### config.mk
export PLATFORM = sky130hd
export DESIGN_NAME = even_parity_rx
export DESIGN_NICKNAME = d
export VERILOG_FILES = /design/src/rtl/even_parity_rx.sv
export SDC_FILE = /design/constraint.sdc
export NUM_CORES = 1
export LEC_CHECK = 0
export BUFFER_PORTS_ARGS = -buffer_cell sky130_fd_sc_hd__clkbuf_2
export CAP_MARGIN = 25
export CORE_UTILIZATION = 40
export DETAILED_ROUTE_END_ITERATION = 10
export PLACE_DENSITY = 0.57
export SLEW_MARGIN = 10
export SYNTH_ARGS = -nofsm -noshare
export SYNTH_HDL_FRONTEND = slang
export SYNTH_SLANG_ARGS = --single-unit
### constraint.sdc
create_clock -name clk -period 3.25 [get_ports clk]
set_input_delay 0.1625 -clock clk [delete_from_list [all_inputs] [get_ports clk]]
set_output_delay 0.1625 -clock clk [all_outputs]
set_load 0.02 [all_outputs]
### src/rtl/even_parity_rx.sv
`default_nettype none
// ============================================================================
// Module   : even_parity_rx
// Brief    : Serial receiver/checker for even-parity frames, LSB first:
//            start(0), DATA_W data bits, even-parity bit, stop(1).
//            The line is sampled only on bit_en strobes from an upstream
//            baud/sample timer. Each completed frame is delivered with
//            one-cycle parity/framing status pulses.
// Option   : EVEN_PARITY_RX_ERRCNT_EN adds a saturating 8-bit error counter
//            (err_count) with a synchronous clear input (err_clr).
// Revision : 1.0 - initial release
// ============================================================================
module even_parity_rx #(
  parameter int DATA_W = 4
) (
  input  logic              clk,
  input  logic              rst,
  input  logic              bit_en,
  input  logic              rx_in,
`ifdef EVEN_PARITY_RX_ERRCNT_EN
  input  logic              err_clr,
  output logic [7:0]        err_count,
`endif
  output logic [DATA_W-1:0] data_out,
  output logic              data_valid,
  output logic              parity_err,
  output logic              frame_err,
  output logic              busy
);

  localparam int CNT_W = $clog2(DATA_W + 1);
  localparam logic [CNT_W-1:0] LAST_IDX = CNT_W'(DATA_W - 1);

  typedef enum logic [1:0] {
    IDLE   = 2'd0,
    DATA   = 2'd1,
    PARITY = 2'd2,
    STOP   = 2'd3
  } state_t;

  state_t            state;
  logic [DATA_W-1:0] shreg;
  logic [DATA_W-1:0] shreg_next;
  logic [CNT_W-1:0]  cnt;
  logic              run_par;
  logic              par_bad;

  // New bit enters at the MSB so the first (LSB) data bit lands in bit 0.
  generate
    if (DATA_W == 1) begin : g_shift_one
      assign shreg_next = rx_in;
    end else begin : g_shift_multi
      assign shreg_next = {rx_in, shreg[DATA_W-1:1]};
    end
  endgenerate

  // Frame state machine; all transitions gated by bit_en, status outputs registered.
  always_ff @(posedge clk or posedge rst) begin
    if (rst) begin
      state      <= IDLE;
      shreg      <= '0;
      cnt        <= '0;
      run_par    <= 1'b0;
      par_bad    <= 1'b0;
      data_out   <= '0;
      data_valid <= 1'b0;
      parity_err <= 1'b0;
      frame_err  <= 1'b0;
      busy       <= 1'b0;
    end else begin
      data_valid <= 1'b0;
      parity_err <= 1'b0;
      frame_err  <= 1'b0;
      if (bit_en) begin
        case (state)
          IDLE: begin
            if (!rx_in) begin
              state   <= DATA;
              cnt     <= '0;
              run_par <= 1'b0;
              busy    <= 1'b1;
            end
          end
          DATA: begin
            shreg   <= shreg_next;
            run_par <= run_par ^ rx_in;
            cnt     <= cnt + CNT_W'(1);
            if (cnt == LAST_IDX) begin
              state <= PARITY;
            end
          end
          PARITY: begin
            par_bad <= run_par ^ rx_in;
            state   <= STOP;
          end
          STOP: begin
            // Frame is delivered even when errored; the flags mark it.
            state      <= IDLE;
            busy       <= 1'b0;
            data_valid <= 1'b1;
            data_out   <= shreg;
            parity_err <= par_bad;
            frame_err  <= ~rx_in;
          end
          default: begin
            state <= IDLE;
            busy  <= 1'b0;
          end
        endcase
      end
    end
  end

`ifdef EVEN_PARITY_RX_ERRCNT_EN
  // Saturating count of errored frames; clear wins over a same-cycle increment.
  always_ff @(posedge clk or posedge rst) begin
    if (rst) begin
      err_count <= 8'd0;
    end else if (err_clr) begin
      err_count <= 8'd0;
    end else if (bit_en && (state == STOP) && (par_bad || !rx_in)
                 && (err_count != 8'hFF)) begin
      err_count <= err_count + 8'd1;
    end
  end
`endif

endmodule
`default_nettype wire

---- Word level (Yosys, flattened, before mapping) ----
Cells that the tools add are included.
operators by class
  $add $sub $neg .......................... 1
  eq/ne operators ......................... 6
  muxes and demuxes ....................... 15
  bitwise gates (word level) .............. 2
  reductions and logical operators ........ 9
operators with widths
  kind                   count
  $reduce_and A3 Y1      3
  $mux W1                8
  $pmux W2 S4            1
  $pmux W3 S2            1
  $reduce_and A2 Y1      3
  $eq A2 B2 Y1 const B   2
  $mux W2                2
  $ne A2 B2 Y1 const B   2
  $pmux W1 S2            2
  $reduce_bool A2 Y1     2
  $add A3 B1 Y3 const B  1
  $eq A3 B2 Y1 const B   1
  $mux W3                1
  $eq A2 B1 Y1 const B   1
  $logic_not A2 Y1       1
  $not A1 Y1             1
  $xor A1 B1 Y1          1
storage, ports and cells
  register bits after elaboration ......... 19
  bits of input ports ..................... 4

---- Depth between registers and ports, before layout ----
  depth in word-level cells ............... 3
  mapped depth ............................ 5
  mapped depth without buffers ............ 5

---- Worst setup path before layout ----
OpenSTA, ideal clock, no wires.
  path type ............................... register to register
  from .................................... register state[0]
  to ...................................... register state[1]
  arrival time ............................ 1.313 ns
  path slack .............................. 1.812 ns
  cell stages (with the launch flop) ...... 6
  path buffers ............................ 0
  path through ............................ dfrtp_1 > inv_1 > ha_1 > a21boi_4 > o21ai_2 > mux2_4
on the way
  longest elaborated chain between the ends .. 3
RTL lines
  what                                                     RTL line  RTL
  start, declared                                          41        state_t state;
  start signal, assigned                                   60        state <= IDLE;
  start signal, assigned                                   78        state <= DATA;
  start signal, assigned                                   89        state <= PARITY;
  $eq A2 B1 Y1 / $logic_not A2 Y1 (equally long branches)  75        case (state)
  $ne A2 B2 Y1 (no line)                                   -
  $reduce_and A3 Y1 (no line)                              -
Parallel ways exist; a longest one is shown, timed or not.
A chain may end at the register's enable or synchronous reset.

---- Worst setup path after layout ----
Ends and elaborated chain as after synthesis.

==> run metrics <==
outcome=finished, final reports clean; grt ovf=0; share of post-route cells with drive strength above 1=32.5%; number of instances in the placed design=~110; cell taking the most area after synthesis=dfrtp_1; htree depth=1; worst skew pair latency=around 0.29 ns; FF/Latch Area=between 400 and 500 um^2; Core ar.=1980 um^2; chip width=48.3 um; number of flops mapped to enable cells by yosys=0; Area Overhead vs Synth=14.6%; DIE AREA=2330 um^2; final std cells w/o fill=110; DRT Pass-1 Iters=2; RSZ-0062 raised after global routing=false; Compound-Gate Fraction of Synth Area=9.62%; GP Congestion=roughly 0.71; post-detail-place hpwl=957 um; area fraction of the dominant cell type after synthesis=55.4%; min cycle time layout=1.57 ns; Setup Skew=0.00743 ns; Resized cells post-CTS=0; CTS clk-pin slew, worst paths=around 0.11 ns; CP Data Arrival Time=1.76 ns; wire per inst=12.1 um; Remaining DRCs=0; max cap viols=0; Slew @ Worst Pin=around 0.7 ns; CTS Buf Count=3; mux cell area share after synthesis=14.6%; final wirelength=1.34 mm; #FFs+latches synth=19; count of final setup violators=0; largest cells by area after synthesis=dfrtp_1, mux2_2, ha_1; Yosys cell types=21; PwrDens=around 920 nW/um^2; vias in the first global route=538; ANT nets after route=0; CP Max Fanout=6; post-CTS setup buffer count=0; largest net degree at the start of global routing=20; slack of the critical path=1.68 ns; Synth Cell Area=858 um^2; Cells after Synth=67; Max Slew Vio Count=0; crit path max-delay cell type=dfrtp_1; overall global routing resource usage=between 10% and 20%; Post-Synth XOR/XNOR Area=1.02%; DR vias=510; most numerous cell in the Yosys netlist=dfrtp_1; Post-synth ARST share=100%; Post-Synth Simple-Gate Area=slightly above 6%; Leak=0.000491 uW; DP Worst Slack=1.71 ns; Top Ports=12; Initial Utilization=43.3%; initial antenna violation count=0; critical path startpoint category=flop; hold buffers post-CTS=1; CP endpoint kind=flop; Max VDD drop=444 uV; Adder-Cell Fraction of Synth Area=approximately 10%; CP Buf/Inv Count=1; TritonCTS clock tree=done; critical path required time=3.44 ns; relative slew slack=a little over half; Top Family by Delay on Critical Path=flip-flops; Antenna diodes=0; multi-input logic area=357 um^2; DIE HEIGHT=48.3 um; CP Class=reg2reg; Filler cells=175; Setup Total Neg Slack=0 ns; register area share after synthesis=roughly 55%; Post-synth top cells=dfrtp_1, mux2_2, ha_1, inv_1; Final period util=between 40% and 50%; Hold Crit Class=in2reg; syn nets=about 80; clk root buf=clkbuf_4; Max Fclk=637 MHz; slowest stage delay, CP=0.40 ns; Final nets=95; Initial DRC Count=5; Synth Flop Type=dfrtp_1; clock tree buffer depth=2; clk sinks=19; syn_area_per_cell=12.8 um^2; Via density=4.64; # rows=16; CP Cell Sequence=inv_1, ha_1, a21boi_4, o21ai_2, mux2_4; Syn. warnings=0; IO buf count=11; first-pass GRT wire length=roughly 2.4 mm; main combinational cell family by area after synthesis=multiplexers; final hold vios=0
[placed cells by master (no fill, tap or decap)]
master | Yosys | final
clkbuf_2 | 0 | 11
clkbuf_1 | 0 | 1
o22ai_1 | 1 | 1
o21ai_0 | 1 | 1
nand3_1 | 1 | 1
mux2_4 | 1 | 1
o21ba_2 | 1 | 1
xnor2_1 | 1 | 1
o21a_1 | 1 | 1
a21oi_1 | 4 | 4
and3_2 | 1 | 1
o21ai_2 | 1 | 1
mux2i_1 | 2 | 2
dfrtp_1 | 19 | 19
ha_1 | 7 | 7
inv_1 | 7 | 7
mux2_2 | 8 | 8
clkbuf_4 | 0 | 3
nand3b_1 | 1 | 1
dlygate4sd3_1 | 0 | 1
nor3_1 | 2 | 2
nand2_1 | 4 | 4
a31oi_1 | 1 | 1
a21boi_4 | 1 | 1
nor2_1 | 2 | 2
[cells by family after synthesis]
logic type | count (synthesis)
xor+xnor | 1
simple gates | 11
flops | 19
compound gates | 11
mux | 11
fa+ha+maj | 7
buf+inv | 7
[report_power, final]
part	switching, uW	internal (uW)	total [uW]	leakage [uW]
sequential	60.2	340	400	0.000237
combinational	206	179	385	0.000239
clock	69.5	47.7	117	0.0000150
total	335	567	902	0.000491
[worst reg2reg max path, cell delays in order (launching register included)]
cell	delay [ns]
dfrtp_1	0.40
inv_1	0.10
ha_1	0.31
a21boi_4	0.25
o21ai_2	0.11
mux2_4	0.31
[final timing paths]
check | startpoint | endpoint | slack (ns) | depth (start not counted)
min in group asynchronous | rst | cnt[0]$_DFFE_PP0P_ | 0.49 | 3
hold / removal | bit_en | par_bad$_DFFE_PP0P_ | 0.15 | 2
max in group asynchronous | rst | frame_err$_DFF_PP0_ | 2.30 | 3
setup / recovery | state[0]$_DFFE_PP0P_ | state[1]$_DFFE_PP0P_ | 1.68 | 5
setup reg to reg | state[0]$_DFFE_PP0P_ | state[1]$_DFFE_PP0P_ | 1.68 | 5
hold reg to reg | cnt[0]$_DFFE_PP0P_ | cnt[0]$_DFFE_PP0P_ | 0.50 | 1
[routing by layer]
| layer | wire (um) | global-route usage, % | up-vias | part of all wire, % |
|---|---|---|---|---|
| met3 | 43 | 3.77 | 2 | 3.2 |
| met5 | 0 | 0 | - | 0 |
| met4 | 15 | 5.88 | 0 | 1.1 |
| met2 | 536 | 20.0 | 8 | 40 |
| li1 | - | - | 262 | - |
| met1 | 740 | 19.7 | 238 | 55 |
[cell type report]
cell class / count / area share [%]
repair buffers: 12 / 6.62
well taps: 27 / 3.44
multi-input cells: 41 / 36.3
flip-flops and latches: 19 / 48.3
clock buffers: 4 / 2.67
inverters: 7 / 2.67
[sequential cells by signal, summed over array words and instances, names as in the netlist]
register,cells
data_out,4
shreg,4
cnt,3
state,2
busy,1
data_valid,1
frame_err,1
par_bad,1
parity_err,1
run_par,1
[metrics by stage]
step | util (%) | hold WS [ns] | instance area [um^2] | power (uW)
2_1_floorplan | - | 0.114 | 858 | 691
3_3_place_gp | 47.8 | 0.300 | 947 | 779
3_5_place_dp | 47.8 | 0.299 | 947 | 794
4_1_cts | 49.6 | 0.143 | 983 | 912
5_1_grt | 49.6 | 0.147 | 983 | 982
6_report | 49.6 | 0.150 | 983 | 902
No activity file was read; power rests on OpenSTA's default activity.
